===== src/rtl/branch_cmp_pkg.sv =====
// Shared types and helpers for the pipelined branch comparator.
package branch_cmp_pkg;

  localparam int CMP_WIDTH_DEFAULT = 32;
  localparam int CMP_CHUNK_DEFAULT = 4;

  // funct3 encodings of the RV32I branch conditions
  typedef enum logic [2:0] {
    OP_EQ   = 3'b000,
    OP_NE   = 3'b001,
    OP_RSV2 = 3'b010,
    OP_RSV3 = 3'b011,
    OP_LT   = 3'b100,
    OP_GE   = 3'b101,
    OP_LTU  = 3'b110,
    OP_GEU  = 3'b111
  } cmp_op_e;

  // Bit n set means funct3 value n is reserved (never taken)
  localparam logic [7:0] CMP_RESERVED = 8'b0000_1100;

  function automatic logic cmp_taken(input logic [2:0] op, input logic lt, input logic eq);
    logic t;
    t = 1'b0;
    if (!CMP_RESERVED[op]) begin
      case (cmp_op_e'(op))
        OP_EQ:          t = eq;
        OP_NE:          t = ~eq;
        OP_LT, OP_LTU:  t = lt;
        OP_GE, OP_GEU:  t = ~lt;
        default:        t = 1'b0;
      endcase
    end
    return t;
  endfunction

endpackage


===== src/rtl/branch_cmp_pipe_slice.sv =====
// One CHUNK-wide slice of the unsigned magnitude cascade; the local slice
// result overrides the cascade coming from less significant slices.
module cmp_slice #(
  parameter int CHUNK = 4
) (
  input  logic [CHUNK-1:0] a,
  input  logic [CHUNK-1:0] b,
  input  logic             ltIn,
  input  logic             eqIn,
  output logic             ltOut,
  output logic             eqOut
);

  logic sliceLt;
  logic sliceEq;

  // local compare merged with the incoming cascade
  always_comb begin
    sliceLt = (a < b);
    sliceEq = (a == b);
    ltOut   = sliceLt | (sliceEq & ltIn);
    eqOut   = sliceEq & eqIn;
  end

endmodule


===== src/rtl/branch_cmp_pipe.sv =====
// Pipelined RV32I branch comparator (EQ/NE/LT/GE/LTU/GEU) with valid/ready
// handshake and a single global stall. Optional BRANCH_CMP_FLUSH_EN adds
// i_flush to kill all in-flight compares.
module branch_cmp_pipe
  import branch_cmp_pkg::*;
#(
  parameter int WIDTH  = CMP_WIDTH_DEFAULT,
  parameter int CHUNK  = CMP_CHUNK_DEFAULT,
  parameter int STAGES = 2
) (
  input  logic             i_clk,
  input  logic             i_reset,
`ifdef BRANCH_CMP_FLUSH_EN
  input  logic             i_flush,
`endif
  input  logic             i_valid,
  output logic             o_ready,
  input  logic [WIDTH-1:0] i_a,
  input  logic [WIDTH-1:0] i_b,
  input  logic [2:0]       i_op,
  output logic             o_valid,
  input  logic             i_ready,
  output logic             o_taken,
  output logic             o_lt,
  output logic             o_eq
);

  localparam int NCH = WIDTH / CHUNK;
  localparam int GRP = (NCH + STAGES - 1) / STAGES;

  logic flush;
  logic adv;
  logic en;

`ifdef BRANCH_CMP_FLUSH_EN
  assign flush = i_flush;
`else
  assign flush = 1'b0;
`endif

  // Stage-boundary signals: index s feeds stage s
  logic             vldB  [STAGES];
  logic             ltB   [STAGES];
  logic             eqB   [STAGES];
  logic             aSgnB [STAGES];
  logic             bSgnB [STAGES];
  logic [2:0]       opB   [STAGES];
  logic [WIDTH-1:0] aBus  [STAGES];
  logic [WIDTH-1:0] bBus  [STAGES];

  logic vldOut;
  logic takenOut;
  logic ltOut;
  logic eqOut;

  assign adv     = ~vldOut | i_ready;
  assign en      = adv | flush;
  assign o_ready = adv | flush;
  assign o_valid = vldOut;
  assign o_taken = takenOut;
  assign o_lt    = ltOut;
  assign o_eq    = eqOut;

  assign vldB[0]  = i_valid;
  assign ltB[0]   = 1'b0;
  assign eqB[0]   = 1'b1;
  assign aSgnB[0] = i_a[WIDTH-1];
  assign bSgnB[0] = i_b[WIDTH-1];
  assign opB[0]   = i_op;
  assign aBus[0]  = i_a;
  assign bBus[0]  = i_b;

  for (genvar s = 0; s < STAGES; s++) begin : gStage
    localparam int LO   = (s * GRP < NCH) ? s * GRP : NCH;
    localparam int HI   = ((s + 1) * GRP < NCH) ? (s + 1) * GRP : NCH;
    localparam int KEEP = HI * CHUNK;

    logic [GRP:0] ltC;
    logic [GRP:0] eqC;

    assign ltC[0] = ltB[s];
    assign eqC[0] = eqB[s];

    for (genvar j = 0; j < GRP; j++) begin : gSlice
      if (LO + j < HI) begin : gOn
        cmp_slice #(.CHUNK(CHUNK)) uSlice (
          .a     (aBus[s][(LO + j) * CHUNK +: CHUNK]),
          .b     (bBus[s][(LO + j) * CHUNK +: CHUNK]),
          .ltIn  (ltC[j]),
          .eqIn  (eqC[j]),
          .ltOut (ltC[j + 1]),
          .eqOut (eqC[j + 1])
        );
      end else begin : gPass
        assign ltC[j + 1] = ltC[j];
        assign eqC[j + 1] = eqC[j];
      end
    end

    if (s < STAGES - 1) begin : gMid
      logic       vldQ;
      logic       ltQ;
      logic       eqQ;
      logic       aSgnQ;
      logic       bSgnQ;
      logic [2:0] opQ;

      // cascade state register; valid clears on reset or flush
      always_ff @(posedge i_clk) begin
        if (i_reset)    vldQ <= 1'b0;
        else if (flush) vldQ <= 1'b0;
        else if (adv)   vldQ <= vldB[s];
        if (en) begin
          ltQ   <= ltC[GRP];
          eqQ   <= eqC[GRP];
          opQ   <= opB[s];
          aSgnQ <= aSgnB[s];
          bSgnQ <= bSgnB[s];
        end
      end

      assign vldB[s + 1]  = vldQ;
      assign ltB[s + 1]   = ltQ;
      assign eqB[s + 1]   = eqQ;
      assign opB[s + 1]   = opQ;
      assign aSgnB[s + 1] = aSgnQ;
      assign bSgnB[s + 1] = bSgnQ;

      if (KEEP < WIDTH) begin : gKeep
        logic [WIDTH-1:KEEP] aQ;
        logic [WIDTH-1:KEEP] bQ;

        // only operand bits still to be compared travel downstream
        always_ff @(posedge i_clk) begin
          if (en) begin
            aQ <= aBus[s][WIDTH-1:KEEP];
            bQ <= bBus[s][WIDTH-1:KEEP];
          end
        end

        assign aBus[s + 1] = {aQ, {KEEP{1'b0}}};
        assign bBus[s + 1] = {bQ, {KEEP{1'b0}}};
      end else begin : gDone
        assign aBus[s + 1] = '0;
        assign bBus[s + 1] = '0;
      end
    end else begin : gLast
      logic ult;
      logic slt;
      logic ltSel;

      // signedness fix-up: differing sign bits decide the signed order
      always_comb begin
        ult   = ltC[GRP];
        slt   = (aSgnB[s] ^ bSgnB[s]) ? aSgnB[s] : ult;
        ltSel = opB[s][1] ? ult : slt;
      end

      // registered result stage
      always_ff @(posedge i_clk) begin
        if (i_reset) begin
          vldOut   <= 1'b0;
          takenOut <= 1'b0;
          ltOut    <= 1'b0;
          eqOut    <= 1'b0;
        end else begin
          if (flush)    vldOut <= 1'b0;
          else if (adv) vldOut <= vldB[s];
          if (en) begin
            takenOut <= cmp_taken(opB[s], ltSel, eqC[GRP]);
            ltOut    <= ltSel;
            eqOut    <= eqC[GRP];
          end
        end
      end
    end
  end

endmodule


===== config.mk =====
export PLATFORM = sky130hd
export DESIGN_NAME = branch_cmp_pipe
export DESIGN_NICKNAME = d
export VERILOG_FILES = /design/src/rtl/branch_cmp_pkg.sv /design/src/rtl/branch_cmp_pipe_slice.sv /design/src/rtl/branch_cmp_pipe.sv
export SDC_FILE = /design/constraint.sdc
export NUM_CORES = 1
export LEC_CHECK = 0
export CORE_MARGIN = 2
export CORE_UTILIZATION = 47
export CTS_BUF_LIST = sky130_fd_sc_hd__clkbuf_8
export CTS_CLUSTER_SIZE = 12
export DETAILED_ROUTE_END_ITERATION = 16
export PLACE_DENSITY_LB_ADDON = 0.3
export SLEW_MARGIN = 20
export SYNTH_ARGS = -nofsm -noshare
export SYNTH_HDL_FRONTEND = slang
export SYNTH_SLANG_ARGS = --single-unit
export TNS_END_PERCENT = 100

===== constraint.sdc =====
create_clock -name i_clk -period 1.99 [get_ports i_clk]
set_input_delay 0.199 -clock i_clk [delete_from_list [all_inputs] [get_ports i_clk]]
set_output_delay 0.199 -clock i_clk [all_outputs]
set_load 0.01 [all_outputs]

==> run_summary.xml <==
<?xml version="1.0" encoding="UTF-8"?>
<metrics>
  <group name="setup_path">
    <metric name="reg2reg_from" unit="">gStage[0].gMid.gKeep.aQ[17]</metric>
    <metric name="cp_max_fo" unit="">2</metric>
    <metric name="r2r.worst_path.cells" unit="">8</metric>
    <metric name="crit_path_end_kind" unit="">flop</metric>
    <metric name="worst_path_largest_cell_delay" unit="ps">380</metric>
    <metric name="required" unit="ps">2210</metric>
    <metric name="startpoint" unit="">gStage[0].gMid.gKeep.aQ[17]</metric>
    <metric name="arrival" unit="ps">2060</metric>
    <metric name="cp.depth" unit="">8</metric>
    <metric name="start_kind" unit="">flop</metric>
    <metric name="critical_path.top_delay_family" unit="">compound AO/OA/AOI/OAI gates</metric>
    <metric name="worst-setup-path-type" unit="">reg2reg</metric>
    <metric name="critPathSlowestCell" unit="">sky130_fd_sc_hd__edfxtp_1</metric>
    <metric name="cp_num_buf_inv" unit="">1</metric>
    <metric name="worstPathCellList" unit="">ha_1 -&gt; nor2b_1 -&gt; o211ai_1 -&gt; a22oi_1 -&gt; o311ai_1 -&gt; buf_4 -&gt; nand3_1 -&gt; a21oi_1</metric>
  </group>
  <group name="cells_and_area">
    <metric name="n_antenna_cell" unit="">0</metric>
    <metric name="filler_cell_count" unit="">362</metric>
    <metric name="final_cells" unit="">325</metric>
    <metric name="drive_gt1_share" unit="%">5.90</metric>
    <metric name="finish.utilization" unit="%">68.5</metric>
    <metric name="num-nets-final" unit="">373</metric>
    <metric name="synthToLayoutAreaGrowth" unit="%">42.2</metric>
    <metric name="area_of_the_multi_input_gates" unit="µm²">871</metric>
    <metric name="ff_latch_area" unit="µm²">1230</metric>
  </group>
  <group name="synthesis">
    <metric name="synth.cell_area" unit="µm²">2240</metric>
    <metric name="synth.net_count" unit="">289</metric>
    <metric name="netlist.area_leader.share" unit="%">49.5</metric>
    <metric name="async_reset_ff_share" unit="%">0</metric>
    <metric name="synth.ff_latch_count" unit="">43</metric>
    <metric name="netlist.top_cell.by_area" unit="">sky130_fd_sc_hd__edfxtp_1</metric>
    <metric name="commonest_cells_in_the_netlist" unit="">sky130_fd_sc_hd__edfxtp_1 (37), sky130_fd_sc_hd__inv_1 (35), sky130_fd_sc_hd__ha_1 (32)</metric>
    <metric name="synth_area_leaders" unit="">sky130_fd_sc_hd__edfxtp_1 (49%), sky130_fd_sc_hd__ha_1 (18%), sky130_fd_sc_hd__inv_1 (5.9%)</metric>
    <metric name="post_synth_edffs" unit="">37</metric>
    <metric name="postSynth.topFlopCell" unit="">sky130_fd_sc_hd__edfxtp_1</metric>
    <metric name="post_synth_inst_count" unit="">186</metric>
    <metric name="yosys.cell_count.top_type" unit="">sky130_fd_sc_hd__edfxtp_1</metric>
    <metric name="yosys_warnings" unit="">0</metric>
    <metric name="synth-seq-area-share" unit="%">54.8</metric>
    <metric name="synthesis.area_per_instance" unit="µm²">12.1</metric>
    <metric name="post_synth_num_cell_types" unit="">31</metric>
  </group>
  <group name="sta">
    <metric name="final_period_util" unit="%">92.4</metric>
    <metric name="setup_repair_after_global_routing_missed_its_margin" unit="">no</metric>
    <metric name="slew_headroom" unit="%">67.9</metric>
    <metric name="timing_worst_slew_pin_value" unit="ps">482</metric>
    <metric name="final-hold-violation-count" unit="">0</metric>
    <metric name="setup_viol" unit="">0</metric>
    <metric name="post_route_clock_skew" unit="ps">7.39</metric>
    <metric name="timing.fmax" unit="MHz">544</metric>
    <metric name="drv_slew" unit="">0</metric>
    <metric name="final.min_clock_period" unit="ps">1840</metric>
    <metric name="fin_setup_tns" unit="ps">0</metric>
  </group>
  <group name="die">
    <metric name="fp.dieArea" unit="µm²">5340</metric>
    <metric name="placementRows" unit="">25</metric>
    <metric name="chipHeight" unit="µm">73.1</metric>
    <metric name="core-area" unit="µm²">4660</metric>
    <metric name="initial_core_utilization" unit="%">48.2</metric>
    <metric name="die_w" unit="µm">73.1</metric>
    <metric name="io_pins" unit="">76</metric>
  </group>
  <group name="drt">
    <metric name="viasPerCell" unit="">4.96</metric>
    <metric name="dr.pass1.iters" unit="">4</metric>
    <metric name="drcViolationCount" unit="">0</metric>
    <metric name="num_vias" unit="">1611</metric>
    <metric name="routed_wl" unit="µm">4150</metric>
    <metric name="ant_nets" unit="">0</metric>
    <metric name="average_wire_per_cell_in_the_routed_design" unit="µm">12.8</metric>
    <metric name="dr.first_iter.drc_count" unit="">146</metric>
  </group>
  <group name="clock_tree">
    <metric name="number_of_buffers_added_by_the_clock_tree_synthesis_step" unit="">5</metric>
    <metric name="clock_tree_from_tritoncts" unit="">done</metric>
    <metric name="quantity_of_hold_fixing_buffers_added_after_cts" unit="">0</metric>
    <metric name="clkLatencyLatePin" unit="ps">290</metric>
    <metric name="ctsLongestPathBuffers" unit="">2</metric>
    <metric name="cts_setup_buffers" unit="">0</metric>
    <metric name="cts_htree_levels" unit="">2</metric>
    <metric name="clkSinkCount" unit="">43</metric>
    <metric name="cts.root.buffer_cell" unit="">sky130_fd_sc_hd__clkbuf_8</metric>
    <metric name="post_cts_resize_count" unit="">0</metric>
    <metric name="clock_pin_slew_on_the_worst_setup_and_hold_paths" unit="ps">80</metric>
  </group>
  <group name="pwr">
    <metric name="static-leakage-power" unit="nW">1.40</metric>
    <metric name="power_per_cell_area" unit="nW/µm²">670</metric>
    <metric name="worst_ir_drop_vdd" unit="µV">305</metric>
  </group>
  <group name="global_route">
    <metric name="grt_antenna_before_repair" unit="">0</metric>
    <metric name="groute.usage.overall" unit="%">17.4</metric>
    <metric name="grt_pass1_vias" unit="">1651</metric>
    <metric name="grt.overflow.total" unit="">0</metric>
    <metric name="largest_net_degree_at_the_start_of_global_routing" unit="">41</metric>
    <metric name="grt_pass1_wl" unit="µm">6960</metric>
  </group>
  <group name="min_path">
    <metric name="whs_path_depth" unit="">3</metric>
    <metric name="hold_path.startpoint" unit="">i_valid</metric>
    <metric name="holdCritPathClass" unit="">in2reg</metric>
  </group>
  <group name="placement">
    <metric name="dp.cells" unit="">317</metric>
    <metric name="dp_hpwl" unit="µm">3380</metric>
    <metric name="finalWeightedCongestion" unit="">0.743</metric>
    <metric name="number_of_port_buffers" unit="">75</metric>
  </group>
  <group name="run_status">
    <metric name="status" unit="">complete, no violations</metric>
  </group>
  <group name="run">
    <metric name="max_cap_violations" unit="">0</metric>
  </group>
</metrics>
[tightest hold or removal path, stage by stage]
cell and delay, ps:
sky130_fd_sc_hd__clkdlybuf4s50_1 390, sky130_fd_sc_hd__nand2_1 50, sky130_fd_sc_hd__a21oi_1 50
[routing by layer]
layer  routed length, µm  global-route usage [%]
met5                   0                       0
met2                2010                    30.1
met3                 321                    6.08
met4                  72                    6.17
met1                1750                    19.6
[flip-flops by register name, indices dropped and copies added, names as in the netlist, named ones only]
| name | cells |
|---|---|
| gStage.gMid.eqQ | 1 |
| gStage.gMid.opQ | 3 |
| gStage.gMid.bSgnQ | 1 |
| o_taken | 1 |
| gStage.gMid.gKeep.aQ | 15 |
| o_lt | 1 |
| o_valid | 1 |
| gStage.gMid.vldQ | 1 |
| gStage.gMid.gKeep.bQ | 15 |
| o_eq | 1 |
| gStage.gMid.aSgnQ | 1 |
| gStage.gMid.ltQ | 1 |
[path summary, 6_finish.rpt]
check / to / slack (ps)
max: o_lt / 150
min: gStage[0].gMid.vldQ / 450
max reg2reg: o_lt / 150
min reg2reg: gStage[0].gMid.vldQ / 470
[area by class of cell]
class | instances | area share (%)
multi-input cells | 107 | 27.3
repair buffers | 78 | 24.2
well taps | 54 | 2.12
flip-flops and latches | 43 | 38.6
clock inverters | 2 | 1.10
inverters | 35 | 4.12
clock buffers | 6 | 2.59
[logic make-up after synthesis]
family	after synthesis	share of synthesized area (%)
multiplexers	1	0.669
AND/OR/NAND/NOR	43	11.1
buffers and inverters	36	6.35
adder cells (fa/ha/maj)	32	17.8
AO/OA/AOI/OAI	31	9.20
flip-flops	43	54.8
[report_power, final]
part / switching (mW) / internal [mW]
Clock: 0.283 / 0.406
Sequential: 0.0219 / 1.04
Combinational: 0.146 / 0.238
Total: 0.451 / 1.69
[metrics by stage]
| stage | hold WS [ps] | total power, mW | setup WS (ps) | instance area [µm²] |
|---|---|---|---|---|
| after global routing | 442 | 2.25 | 2.04 | 3190 |
| after floorplan | 268 | 1.26 | 185 | 2240 |
| final | 454 | 2.14 | 151 | 3190 |
| after global placement | 439 | 1.46 | -38.6 | 3070 |
| after CTS | 445 | 2.17 | 114 | 3190 |
| after detailed placement | 459 | 1.47 | -78.1 | 3070 |
[layout by cell type (no fill, tap or decap), drive strengths merged, types with 2 or more instances in the layout]
cell            n
clkdlybuf4s50  75
and4            3
nor2           10
and2b           2
buf             3
inv            35
nand3           2
ha             32
clkbuf          6
a21oi          12
nand2b          2
nand4           7
o21a            6
o21ai           2
nand3b          2
dfxtp           6
edfxtp         37
o211ai          3
nand2           4
nor2b           8
nor3            2
No activity file was read; power rests on OpenSTA's default activity.
